File: src/rtl/sm83_bus_responder.sv
// -----------------------------------------------------------------------------
// sm83_bus_responder
//
// Target side of the sm83 memory bus. Each CPU request is one read or write.
//   - FF80-FFFE : 127-byte HRAM, served locally
//   - FFFF      : IE register, served locally (only IE_MASK bits are stored)
//   - FEA0-FEFF : unmapped; reads return UNMAPPED_DATA, writes are dropped
//   - elsewhere : forwarded to the external memory port via ext_req/ext_ack
//
// Ports
//   clk, rst_n             clock (rising edge) and asynchronous active-low reset
//   cpu_req                level request; address/data/direction held until cpu_ready
//   cpu_addr/wdata/write   transaction address, write data, 1=write
//   cpu_rdata              read data, valid with cpu_ready on a read
//   cpu_ready              one-cycle completion pulse
//   ext_req                external request, held until ext_ack or timeout
//   ext_addr/wdata/write   registered copies of the accepted transaction
//   ext_ack, ext_rdata     external completion and read data (same cycle)
//   ie_reg                 current IE value for the interrupt logic
//
// Timing
//   Local access : accept -> LOCAL -> RESP, cpu_ready two cycles after accept.
//   External     : accept -> EXT_WAIT (ext_req high) until ack or TIMEOUT_CYCLES
//                  ack-less cycles, then RESP. An ack on the final cycle wins.
//   RESP is always followed by at least one IDLE cycle.
// -----------------------------------------------------------------------------
module sm83_bus_responder #(
    parameter int unsigned TIMEOUT_CYCLES = 16,
    parameter logic [7:0]  UNMAPPED_DATA  = 8'hFF,
    parameter logic [7:0]  IE_MASK        = 8'hFF
) (
    input  logic        clk,
    input  logic        rst_n,
    input  logic        cpu_req,
    input  logic [15:0] cpu_addr,
    input  logic [7:0]  cpu_wdata,
    input  logic        cpu_write,
    output logic [7:0]  cpu_rdata,
    output logic        cpu_ready,
    output logic        ext_req,
    output logic [15:0] ext_addr,
    output logic [7:0]  ext_wdata,
    output logic        ext_write,
    input  logic        ext_ack,
    input  logic [7:0]  ext_rdata,
    output logic [7:0]  ie_reg
);

    localparam int unsigned    CNT_W     = $clog2(TIMEOUT_CYCLES + 1);
    localparam logic [CNT_W-1:0] CNT_LIMIT = CNT_W'(TIMEOUT_CYCLES);
    localparam logic [CNT_W-1:0] CNT_ONE   = CNT_W'(1);

    typedef enum logic [1:0] {
        ST_IDLE     = 2'd0,
        ST_LOCAL    = 2'd1,
        ST_EXT_WAIT = 2'd2,
        ST_RESP     = 2'd3
    } state_t;

    state_t             state_q;
    logic [7:0]         cpu_rdata_q;
    logic               cpu_ready_q;
    logic               ext_req_q;
    logic [15:0]        ext_addr_q;
    logic [7:0]         ext_wdata_q;
    logic               ext_write_q;
    logic [7:0]         ie_q;
    logic [CNT_W-1:0]   tmo_cnt_q;
    logic [CNT_W-1:0]   tmo_cnt_d;

    // HRAM is deliberately left out of reset so it maps onto plain RAM.
    logic [7:0]         hram_q [0:126];

    logic               ie_hit_d;
    logic               hram_hit_d;
    logic [7:0]         local_rdata_d;

    // FF80-FFFF and FEA0-FEFF are answered without touching the external port.
    function automatic logic is_local_region(input logic [15:0] a);
        logic hi_page;
        logic unmapped;
        hi_page  = (a[15:7] == 9'h1FF);
        unmapped = (a[15:8] == 8'hFE) && (a[7:0] >= 8'hA0);
        return hi_page || unmapped;
    endfunction

    // Decode of the latched address, used in LOCAL.
    always_comb begin
        ie_hit_d      = (ext_addr_q == 16'hFFFF);
        hram_hit_d    = (ext_addr_q[15:7] == 9'h1FF) && !ie_hit_d;
        tmo_cnt_d     = tmo_cnt_q + CNT_ONE;
        local_rdata_d = UNMAPPED_DATA;
        if (ie_hit_d) begin
            local_rdata_d = ie_q;
        end else if (hram_hit_d) begin
            local_rdata_d = hram_q[ext_addr_q[6:0]];
        end
    end

    always_ff @(posedge clk) begin
        if (state_q == ST_LOCAL && ext_write_q && hram_hit_d) begin
            hram_q[ext_addr_q[6:0]] <= ext_wdata_q;
        end
    end

    always_ff @(posedge clk or negedge rst_n) begin
        if (!rst_n) begin
            state_q     <= ST_IDLE;
            cpu_rdata_q <= 8'h00;
            cpu_ready_q <= 1'b0;
            ext_req_q   <= 1'b0;
            ext_addr_q  <= 16'h0000;
            ext_wdata_q <= 8'h00;
            ext_write_q <= 1'b0;
            ie_q        <= 8'h00;
            tmo_cnt_q   <= '0;
        end else begin
            cpu_ready_q <= 1'b0;
            case (state_q)
                ST_IDLE: begin
                    if (cpu_req) begin
                        ext_addr_q  <= cpu_addr;
                        ext_wdata_q <= cpu_wdata;
                        ext_write_q <= cpu_write;
                        if (is_local_region(cpu_addr)) begin
                            state_q <= ST_LOCAL;
                        end else begin
                            state_q   <= ST_EXT_WAIT;
                            ext_req_q <= 1'b1;
                            tmo_cnt_q <= '0;
                        end
                    end
                end

                ST_LOCAL: begin
                    state_q     <= ST_RESP;
                    cpu_ready_q <= 1'b1;
                    if (!ext_write_q) begin
                        cpu_rdata_q <= local_rdata_d;
                    end else if (ie_hit_d) begin
                        ie_q <= ext_wdata_q & IE_MASK;
                    end
                end

                ST_EXT_WAIT: begin
                    // Ack is checked first so it wins on the timeout cycle.
                    if (ext_ack) begin
                        state_q     <= ST_RESP;
                        ext_req_q   <= 1'b0;
                        cpu_ready_q <= 1'b1;
                        if (!ext_write_q) begin
                            cpu_rdata_q <= ext_rdata;
                        end
                    end else if (tmo_cnt_d == CNT_LIMIT) begin
                        state_q     <= ST_RESP;
                        ext_req_q   <= 1'b0;
                        cpu_ready_q <= 1'b1;
                        if (!ext_write_q) begin
                            cpu_rdata_q <= UNMAPPED_DATA;
                        end
                    end else begin
                        tmo_cnt_q <= tmo_cnt_d;
                    end
                end

                ST_RESP: begin
                    state_q <= ST_IDLE;
                end

                default: begin
                    state_q <= ST_IDLE;
                end
            endcase
        end
    end

    assign cpu_rdata = cpu_rdata_q;
    assign cpu_ready = cpu_ready_q;
    assign ext_req   = ext_req_q;
    assign ext_addr  = ext_addr_q;
    assign ext_wdata = ext_wdata_q;
    assign ext_write = ext_write_q;
    assign ie_reg    = ie_q;

endmodule
File: config.mk
export PLATFORM = sky130hd
export DESIGN_NAME = sm83_bus_responder
export DESIGN_NICKNAME = d
export VERILOG_FILES = /design/src/rtl/sm83_bus_responder.sv
export SDC_FILE = /design/constraint.sdc
export NUM_CORES = 1
export LEC_CHECK = 0
export ABC_CLOCK_PERIOD_IN_PS = 7670
export CORE_MARGIN = 5
export CORE_UTILIZATION = 25
export CTS_CLUSTER_SIZE = 24
export DETAILED_ROUTE_END_ITERATION = 8
export PLACE_DENSITY = 0.35
export SLEW_MARGIN = 25
export SYNTH_ARGS = -nofsm -noshare
export SYNTH_HDL_FRONTEND = slang
export SYNTH_SLANG_ARGS = --single-unit
File: constraint.sdc
create_clock -name clk -period 7.67 [get_ports clk]
set_input_delay 0.767 -clock clk [delete_from_list [all_inputs] [get_ports clk]]
set_output_delay 0.767 -clock clk [all_outputs]
set_load 0.05 [all_outputs]
==> results.cfg <==
[clock_network]
cts.htree.levels = 3
cts_tree = built
path_clk_slew_ns = 0.06
ctsResizeCount = 0
root_buffer = clkbuf_16
worst_skew_pair.late_latency_ns = 0.76
clock_sinks = 1066
cts_inserted_buffers = 120
postCtsSetupRepairBufs = 0
number_of_buffers_on_the_longest_clock_path = 3
post_cts_hold_buffer_count = 0

[route]
routed-via-count = 24865
routed_wl_mm = 157
avgRoutedWirePerCell_um = 31.9
route.antenna.remaining_nets = 0
vias_per_cell = 5.05
number_of_iterations_in_the_first_detailed_routing_pass = 5
route.detailed.drc = 0
dr.first_iter.drc_count = 2457

[worst_setup_path]
critPathMostFrequentCell = buf_4
timing_worst_setup_path_type = reg2reg
worst_path_max_delay_cell = nor2_1
start_kind = register
critical_path.max_fanout = 24
worst_r2r_path_depth = 9
critical_path_arrival_ns = 5.21
timing.critical_path.slowest_cell_delay_ns = 0.70
cp_top_family = simple AND/OR/NAND/NOR gates
critPathRequiredTime_ns = 8.03
timing.critical_path.cells = buf_4, inv_1, nor2_2, nand2_2, o31a_1, and3_1, nand3_2, buf_4, nor2_1
cp_num_cells = 9
crit_end_category = register
cp.buffers_inverters = 3

[die]
chipWidth_um = 419
rows = 150
fp.dieArea_um2 = 176000
total_i_o_pin_count = 80
chipHeight_um = 419
coreArea_um2 = 167000
start_util_pct = 25.1

[sta]
timing.slew.headroom_pct = 26.6
finalCriticalPeriod_ns = 4.84
layout_setup_ws_ns = 2.83
finalClockSkew_ns = 0.0428
final_hold_viol_count = 0
worst_pin_slew_ns = 1.10
report.final.setup_viol = 0
grt_setup_unrepaired = no
final.setup.tns_ns = 0
period_share_pct = 63.2
max_clock_freq_mhz = 206
timing.final.max_slew_violations = 0

[synth]
synth_cell_type_count = 78
yosysMostFrequentCell = edfxtp_1
synth_fp_nets = 2545
synth_top_area_cell = edfxtp_1
synth.top_cells.by_count = edfxtp_1, nor2_1, a221oi_1, mux2i_1, nand2_1
synth.yosys.warnings = 0
netlist_top_cells_area = edfxtp_1, a221oi_1, dfrtp_1, mux2i_1, mux4_2
synth-edff-count = 1016
avgSynthCellArea_um2 = 16.7
synthFlopType = edfxtp_1
syn-cell-area_um2 = 41900
postSynth.asyncResetShare_pct = 4.69
yosys_register_bits = 1066
ys_seq_area_share_pct = 75.9
synth_cells = 2504
share_of_the_synthesized_area_in_the_top_cell_type_pct = 72.9

[finish]
layout-drive-gt1-share_pct = 14.6
largest_register_ff_count = 1016
area_delta_synth_final_pct = 18.0
multi_input_area_um2 = 9380
final-seq-area_um2 = 31800
nets_finish = 2658
nFillCells = 16442

[power_and_ir_drop]
irDropWorstVdd_v = 0.000218
leakage_nw = 15.5
power_density_nw_per_um2 = 427

[place]
port_buffers = 79
place_worst_setup_slack_ns = 2.80
globalplace.congestion = 0.829
half_perimeter_wire_length_of_the_detailed_placement_result_mm = 100

[global_routing]
gr-usage-all-layers_pct = 17.6
grt_pass1_vias = 25388
grt_pass1_wl_mm = 216
antenna_violations_before_repair = 13
globalRoute.totalOverflow = 0
grt_max_degree = 102

[flow_run]
max_capacitance_violation_count = 0

[worst_hold_path]
holdCritPathClass = in2async

[run_status]
status = complete, no violations
area by class of cell:
class / count / share of cell area [%]
clock buffers: 154 / 6.53
repair buffers: 160 / 2.85
well taps: 2204 / 5.58
multi-input cells: 1251 / 19.0
inverters: 18 / 0.139
clock inverters: 65 / 1.53
flip-flops and latches: 1066 / 64.4
diodes: 3 / 0.0152
routing by layer:
layer | share of wire (%) | global-route usage, % | vias up
li1 | - | - | 10459
met1 | 45 | 24.5 | 13306
met2 | 47 | 28.4 | 905
met3 | 6.0 | 3.12 | 195
met4 | 2.6 | 4.65 | 0
met5 | 0 | 0 | -
placed cells by master, fill, tap and decap left out, types with 6 or more instances in the layout:
cell and instances:
o21ai_0 75, nand4_1 19, inv_1 15, clkbuf_1 28, a22o_1 12, clkdlybuf4s50_1 78, mux2_2 55, clkbuf_16 123
mux2i_1 125, edfxtp_1 1016, a221o_1 7, clkinv_1 29, o31ai_1 6, o22ai_1 16, a31oi_1 9, a2111oi_0 7
dfrtp_1 38, a22oi_1 62, mux2_1 16, o21ai_1 16, nor3_1 14, a221oi_1 187, mux4_2 45, dfrtp_4 11
a21oi_1 59, nand2_1 86, o211ai_1 11, bufinv_16 16, nand3_1 46, nand2_2 7, nor2_1 227, o221ai_1 14
clkinv_2 13, buf_4 80
report_power, final:
group / internal [W] / switching [W]
Sequential: 0.00734 / 0.000325
Clock: 0.00348 / 0.00240
Combinational: 0.00191 / 0.00563
worst reg2reg max path, cell delays in order (launching register included):
cell and delay, ns:
dfrtp_1 0.35, buf_4 0.28, inv_1 0.44, nor2_2 0.10, nand2_2 0.27, o31a_1 0.58, and3_1 0.60, nand3_2 0.68
buf_4 0.46, nor2_1 0.71
through the flow:
step / std cells / hold slack, ns / util [%] / instance area, um^2 / total power, W
6_report: 4921 / 0.180 / 29.6 / 49400 / 0.0211
5_1_grt: 4918 / 0.209 / 29.6 / 49400 / 0.0219
4_1_cts: 4918 / 0.142 / 29.6 / 49400 / 0.0213
3_5_place_dp: 4699 / 0.498 / 27.2 / 45400 / 0.0155
3_3_place_gp: 4699 / 0.505 / 27.2 / 45400 / 0.0155
2_1_floorplan: 2504 / 0.471 / - / 41900 / 0.0116
logic make-up (layout without fill, tap and decap cells):
group,Yosys count,in the layout,share of synthesized area [%]
AOI/OAI and AO/OA,557,557,10.0
adders and majority gates,4,4,0.120
buffers and inverters,187,397,2.00
other,0,3,0
muxes,243,243,7.39
and+or+nand+nor,447,447,4.61
DFF,1066,1066,75.9
worst paths after layout:
check,from,to,slack [ns]
min in group clk,cpu_rdata[3]$_DFFE_PN0P_,cpu_rdata[3]$_DFFE_PN0P_,0.50
max in group asynchronous,rst_n,ext_addr[1]$_DFFE_PN0P_,6.91
max reg2reg,ext_addr[3]$_DFFE_PN0P_,hram_q[57][2]$_DFFE_PP_,2.83
max,ext_addr[3]$_DFFE_PN0P_,hram_q[57][2]$_DFFE_PP_,2.83
min,rst_n,ext_addr[12]$_DFFE_PN0P_,0.18
min reg2reg,cpu_rdata[3]$_DFFE_PN0P_,cpu_rdata[3]$_DFFE_PN0P_,0.50
Power figures use the tool's default switching activity.
